### src/rtl/in_cond.sv
// in_cond: synchronizes three raw inputs, debounces each with a STABLE/PENDING
// run counter, pulses chg on any accepted change and counts rejected glitches.
module in_cond #(
  parameter int STABLE_CNT = 4,
  parameter int GLITCH_W = 8
) (
  input  logic                clk,
  input  logic                rst,
  input  logic [2:0]          raw_in,
  input  logic                en,
  output logic                in,
  output logic                in2,
  output logic                in3,
  output logic                chg,
  output logic [GLITCH_W-1:0] glitch_cnt
);
  localparam int CW = $clog2(STABLE_CNT + 1);
  localparam int SW = GLITCH_W + 2;
  localparam logic [CW-1:0] LAST = CW'(STABLE_CNT - 1);
  localparam logic [SW-1:0] MAX = {2'b00, {GLITCH_W{1'b1}}};
  typedef enum logic {STABLE, PENDING} state_t;
  logic [2:0] sync1, sync2, lvl, lvl_nx, rej;
  state_t st [3];
  state_t st_nx [3];
  logic [CW-1:0] run [3];
  logic [CW-1:0] run_nx [3];
  logic [SW-1:0] sum;
  // en low leaves every channel in STABLE with a cleared run, so nothing resumes
  always_comb begin
    lvl_nx = lvl;
    rej = '0;
    for (int i = 0; i < 3; i++) begin
      st_nx[i] = STABLE;
      run_nx[i] = '0;
      if (en && sync2[i] != lvl[i]) begin
        if (st[i] == STABLE) begin
          st_nx[i] = PENDING;
          run_nx[i] = CW'(1);
        end else if (run[i] == LAST) begin
          lvl_nx[i] = ~lvl[i];
        end else begin
          st_nx[i] = PENDING;
          run_nx[i] = run[i] + 1'b1;
        end
      end else if (en) begin
        rej[i] = st[i] == PENDING;
      end
    end
    sum = {2'b00, glitch_cnt} + SW'(rej[0]) + SW'(rej[1]) + SW'(rej[2]);
  end
  always_ff @(posedge clk) begin
    if (rst) begin
      sync1 <= '0;
      sync2 <= '0;
      lvl <= '0;
      chg <= 1'b0;
      glitch_cnt <= '0;
      for (int i = 0; i < 3; i++) begin
        st[i] <= STABLE;
        run[i] <= '0;
      end
    end else begin
      sync1 <= raw_in;
      sync2 <= sync1;
      lvl <= lvl_nx;
      chg <= |(lvl ^ lvl_nx);
      glitch_cnt <= sum > MAX ? '1 : sum[GLITCH_W-1:0];
      for (int i = 0; i < 3; i++) begin
        st[i] <= st_nx[i];
        run[i] <= run_nx[i];
      end
    end
  end
  assign in = lvl[0];
  assign in2 = lvl[1];
  assign in3 = lvl[2];
endmodule

### config.mk
export PLATFORM = sky130hd
export DESIGN_NAME = in_cond
export DESIGN_NICKNAME = d
export VERILOG_FILES = /design/src/rtl/in_cond.sv
export SDC_FILE = /design/constraint.sdc
export NUM_CORES = 1
export LEC_CHECK = 0
export CAP_MARGIN = 20
export CORE_ASPECT_RATIO = 1.2
export CORE_UTILIZATION = 25
export CTS_CLUSTER_SIZE = 40
export DETAILED_ROUTE_END_ITERATION = 8
export MAX_ROUTING_LAYER = met4
export SLEW_MARGIN = 30
export SYNTH_ARGS = -nofsm -noshare
export SYNTH_HDL_FRONTEND = slang
export SYNTH_SLANG_ARGS = --single-unit
### constraint.sdc
create_clock -name clk -period 3.28 [get_ports clk]
set_input_delay 0.984 -clock clk [delete_from_list [all_inputs] [get_ports clk]]
set_output_delay 0.984 -clock clk [all_outputs]
set_load 0.005 [all_outputs]
[Yosys cells after proc, flatten, opt, wreduce, memory -nomap -nowiden]
Memories as Yosys holds them, arrays and structs flattened.
Cells that the tools add are included.
Storage, ports and cells
  register bits: 18
  latch bits: 0
  memory bits (writable): 12
  memory bits (read-only): 0
  input port bits: 6
  output and inout port bits: 12
  word-level logic and storage cells: 77
  memories kept: 2
Memories
  run: words 3, bits a word 3, read ports 3, clocked after Yosys merged registers in 0, wr ports 3, RTL line 25  | logic [CW-1:0] run [3];
  st: words 3, bits a word 1, read ports 3, clocked after Yosys merged registers in 0, wr ports 3, RTL line 23  | state_t st [3];
Operators by class
  add/sub/neg operators: 6
  $mul: 0
  div/mod/pow operators: 0
  order comparisons: 1
  equality and inequality tests: 6
  shifts and indexed selects: 0
  muxes and demuxes: 43
  bitwise logic cells: 10
  reduce and logical (&&, ||, !) cells: 4
Operators with widths (count)
  3-bit 2-to-1 mux: 12
  1-bit 2-to-1 mux: 30
  10-bit by 1-bit adder with 10-bit output: 1
  9-bit by 1-bit adder with 10-bit output: 1
  10-bit by 8-bit > comparator with 1-bit output, second input constant: 1
  3-bit by 1-bit adder with 3-bit output, second input constant: 3
  8-bit by 1-bit adder with 9-bit output: 1
  3-bit by 2-bit == test with 1-bit output, second input constant: 3
  8-bit 2-to-1 mux: 1
  1-bit bitwise OR: 6
  1-bit logical AND: 3
  1-bit != test: 3
  1-bit inverter: 3
  3-bit OR reduction: 1
  3-bit bitwise XOR: 1

[Depth between registers and ports, before layout]
  word-level depth: 8
  gate-level depth with buffers: 10
  gate-level depth less buffers: 10

[Worst setup path after synthesis]
OpenSTA, ideal clock, no wires.
  path type: in2reg
  from: in en
  to: reg glitch_cnt[7]
  setup time: 0.116 ns
  data arrival time: 3.107 ns
  required time: 3.164 ns
  setup slack: 0.056 ns
  cell stages on the path: 10
  buffers on the path: 0
  cell sequence: nand2_1 > or2_2 > fa_1 > inv_1 > ha_1 > inv_1 > fa_1 > and4b_4 > or4_1 > o211a_1
Between the ends
  word-level cells in the longest chain between the ends: 7
  elaborated cells on any way between the ends: 14
  those cells by class: add/sub: 3; order compare: 1; mux: 7; reduce/logical: 3
Ends and longest elaborated chain
  from (decl): RTL line 10  | input logic en,
  1-bit 2-to-1 mux / 1-bit logical AND (equally long branches): RTL line 45, 35
  1-bit 2-to-1 mux: RTL line 35  | if (en && sync2[i] != lvl[i]) begin
  8-bit by 1-bit adder with 9-bit output: RTL line 49  | sum = {2'b00, glitch_cnt} + SW'(rej[0]) + SW'(rej[1]) + SW'(rej[2]);
  9-bit by 1-bit adder with 10-bit output: RTL line 49
  10-bit by 1-bit adder with 10-bit output (*): RTL line 49
  10-bit by 8-bit > comparator with 1-bit output: RTL line 67  | glitch_cnt <= sum > MAX ? '1 : sum[GLITCH_W-1:0];
  8-bit 2-to-1 mux (*): RTL line 67
  to (signal assigned): RTL line 67
  to (decl): RTL line 15  | output logic [GLITCH_W-1:0] glitch_cnt
Every way passes the cells marked *; elsewhere a longest branch is shown, timed or not.
A chain may end at the register's enable or synchronous reset.

[Worst setup path after layout]
Ends and elaborated chain as after synthesis.

==> key figures <==
Layout
  – Multi-input gate area: 606 um2
  – Fillers: 480
  – Area growth syn-to-layout: 29.5%
  – Post-layout net count: 171
  – Share of cells above drive strength 1: 12.2%
  – # diodes: 0
  – Fin area: 0.00163 mm2
  – Reg area: 601 um2

Pwr
  – Sw Ratio: 20.8%
  – Switching Power: 0.000144 W
  – Register share of total power: 53.6%
  – Combinational fraction of design power: 3.3%
  – PD cells: 427 mW/mm2
  – Leak pwr: 0.662 nW
  – Maximum VDD drop: 239 uV
  – Clock share of power: 43.1%
  – Pwr Total: 0.000695 W
  – Internal Power: 0.000551 W

Clock tree
  – Setup bufs post-CTS: 0
  – Clock Tree Root: clkbuf_8
  – CTS Hold Bufs: 0
  – Number of H-tree levels: 2
  – # clock sinks: 30
  – CTS max path bufs: 2
  – TritonCTS buffer count: 5
  – Clock-pin transition on the worst setup and hold timing paths: 0.06 ns
  – Worst-Skew Late Latency: 0.28 ns
  – Post-CTS Resized: 2
  – CTS tree: done

Synth
  – Synth area leader: dfxtp_1
  – YS warnings: 0
  – Syn nets: 143
  – Distinct cells, synth: 27
  – Synth top area cells: dfxtp_1 (48%), ha_1 (8.0%), inv_1 (4.2%), nor4b_1 (4.2%), a21oi_1 (3.2%)
  – Yosys reg bits: 30
  – Post-synth top area share: 47.9%
  – Post-synthesis sequential area ratio: 47.9%
  – Mapped cell area: 0.00125 mm2
  – Syn Inst Count: 127
  – Syn avg cell area: 9.88 um2

Worst setup path
  – Slowest cell delay on critical path: 0.51 ns
  – Setup crit start kind: primary input
  – Crit Path Max Fanout: 4
  – Critical path class: in -> reg
  – Cell with the most instances on the worst path: inv_1
  – Critical path data required time: 3.45 ns
  – CP max stage cell: fa_1
  – Cell Chain, Critical Path: clkbuf_2 -> nand2_1 -> or2_2 -> fa_1 -> inv_1 -> ha_1 -> inv_1 -> fa_2 -> and4b_4 -> or4_1 -> o211a_1
  – CP Data Arrival Time: 3.31 ns
  – CP Capture Type: flip-flop

Timing
  – Final cycle utilization of the critical path: 95.9%
  – Final slew viol count: 0
  – Unrepaired setup endpoints after global routing: false
  – Final Worst Setup Slack: 0.134 ns
  – Worst-Margin Slew: 0.397 ns
  – Max_slew headroom: 73.5%
  – Fin. Hold Viols: 0
  – Tmin final: 3.15 ns
  – Final setup vio count: 0
  – Clock skew: 0.00495 ns
  – FMAX: 318 MHz

Floorplanning
  – DIE AREA: 0.00531 mm2
  – Num ports: 18
  – Initial Util: 26.7%
  – Core Region: 0.00470 mm2
  – Site Rows: 27
  – Vert. Die Dim: 79.6 um
  – Chip width: 66.7 um

Place
  – Placement Cell Area: 0.00153 mm2
  – Port Buf Inserts: 17
  – HPWL after detailed placement: 1.65 mm
  – Dpl ws: -0.544 ns
  – GP Congestion: 0.815

Route
  – Via Count: 972
  – Drt total wl: 2.26 mm
  – Drt first pass iters: 3
  – 1st-iter DRT viols: 10
  – Routed Antenna Nets: 0
  – Via density per instance: 4.54
  – DRC Markers: 0
  – Per-cell routed wire length: 10.6 um

Global route
  – GRT overflow: 0
  – Initial antenna violation count: 0
  – All-Layer GR Usage: 10.6%
  – Vias in the first global route: 954
  – Largest net degree at the start of global routing: 18
  – First-pass GRT wire length: 3.99 mm

Hold path
  – Worst min path class: reg -> reg

Status
  – Status: finished, final reports clean

Flow run
  – Maxcap violations: 0
==> flip-flops by register name (all words and copies together), names as in the netlist <==
register    count
glitch_cnt      8
lvl             3
sync2           3
chg             1
st              3
run             9
sync1           3
==> synthesized netlist by cell type <==
library cell	n
and3b_1	1
o211a_1	1
fa_1	2
nor2_1	4
nand2_1	7
dfxtp_1	30
and3_1	3
or4_1	1
and4b_4	1
nand3_2	1
clkbuf_1	1
mux2i_1	3
ha_1	8
or3_1	3
nand2b_1	3
o21ai_0	6
or2_2	2
nor2b_1	6
inv_1	14
nor4b_1	6
nor3_1	2
xor2_1	4
a21oi_1	8
nand3_1	4
a31oi_1	4
and4b_1	1
and2b_1	1
==> final cells by class <==
type / instances / share of cell area [%]
timing repair buffer: 22 / 12.5
sequential: 30 / 37.0
multi-input combinational: 82 / 37.3
inverter: 14 / 3.23
tap: 58 / 4.46
clock inverter: 1 / 0.308
clock buffer: 7 / 5.31
==> stage by stage <==
stage | instances | hold WS [ns] | setup TNS [ns] | util, %
4_1_cts | 214 | 0.436 | 0 | 34.6
5_1_grt | 214 | 0.460 | 0 | 34.6
3_5_place_dp | 206 | 0.421 | -3.86 | 32.6
3_3_place_gp | 206 | 0.423 | -3.87 | 32.6
6_report | 214 | 0.433 | 0 | 34.6
2_1_floorplan | 127 | 0.414 | 0 | -
==> worst max-delay path, delay by kind of cell <==
family | cells | cell delay, ns
AO/OA/AOI/OAI | 1 | 0.15
buffers and inverters | 3 | 0.23
adder cells (fa/ha/maj) | 3 | 0.91
AND/OR/NAND/NOR | 4 | 1.04
==> final timing paths <==
check	start	to	slack (ns)	cells past startpoint
min	sync1[1]	sync2[1]	0.43	1
max	en	glitch_cnt[7]	0.13	11
max reg2reg	lvl[0]	glitch_cnt[7]	0.46	10
min reg2reg	sync1[1]	sync2[1]	0.43	1
==> kinds of logic after synthesis <==
kind of cell               count (synthesis)  synth area share (%)
AOI/OAI and AO/OA                         19                  8.37
DFF                                       30                  47.9
muxes                                      3                  2.39
adders and majority gates                 10                  11.2
xor gates and xnor gates                   4                  2.79
buffers and inverters                     15                  4.49
and+or+nand+nor                           46                  22.9
==> cells in the final DEF (no fill, tap or decap), types with 2 or more instances in the layout <==
| cell | count |
|---|---|
| o21ai_0 | 6 |
| xor2_1 | 4 |
| nor2b_1 | 6 |
| or3_1 | 2 |
| nor2_1 | 4 |
| or2_2 | 2 |
| and3_1 | 3 |
| nor3_1 | 2 |
| nand3_1 | 4 |
| dfxtp_1 | 30 |
| buf_4 | 5 |
| a21oi_1 | 8 |
| nand2_1 | 7 |
| ha_1 | 8 |
| clkdlybuf4s50_1 | 16 |
| mux2i_1 | 3 |
| clkbuf_8 | 6 |
| inv_1 | 14 |
| a31oi_1 | 4 |
| nand2b_1 | 3 |
| nor4b_1 | 6 |
==> power by group through the flow <==
| stage | registers (W) | logic (W) | clock network (W) |
|---|---|---|---|
| CTS | 0.000372 | 0.0000240 | 0.000310 |
| detailed placement | 0.000380 | 0.0000242 | 0 |
| global route | 0.000373 | 0.0000261 | 0.000328 |
| finish | 0.000372 | 0.0000233 | 0.000299 |
| global placement | 0.000380 | 0.0000243 | 0 |
| floorplan | 0.000380 | 0.0000107 | 0 |
==> layer usage <==
metal | track usage (%) | share of wire, %
met2 | 16.5 | 48
met4 | 7.23 | 3.0
met5 | - | 0
met1 | 10.9 | 44
met3 | 3.86 | 4.8
Power figures use the tool's default switching activity.
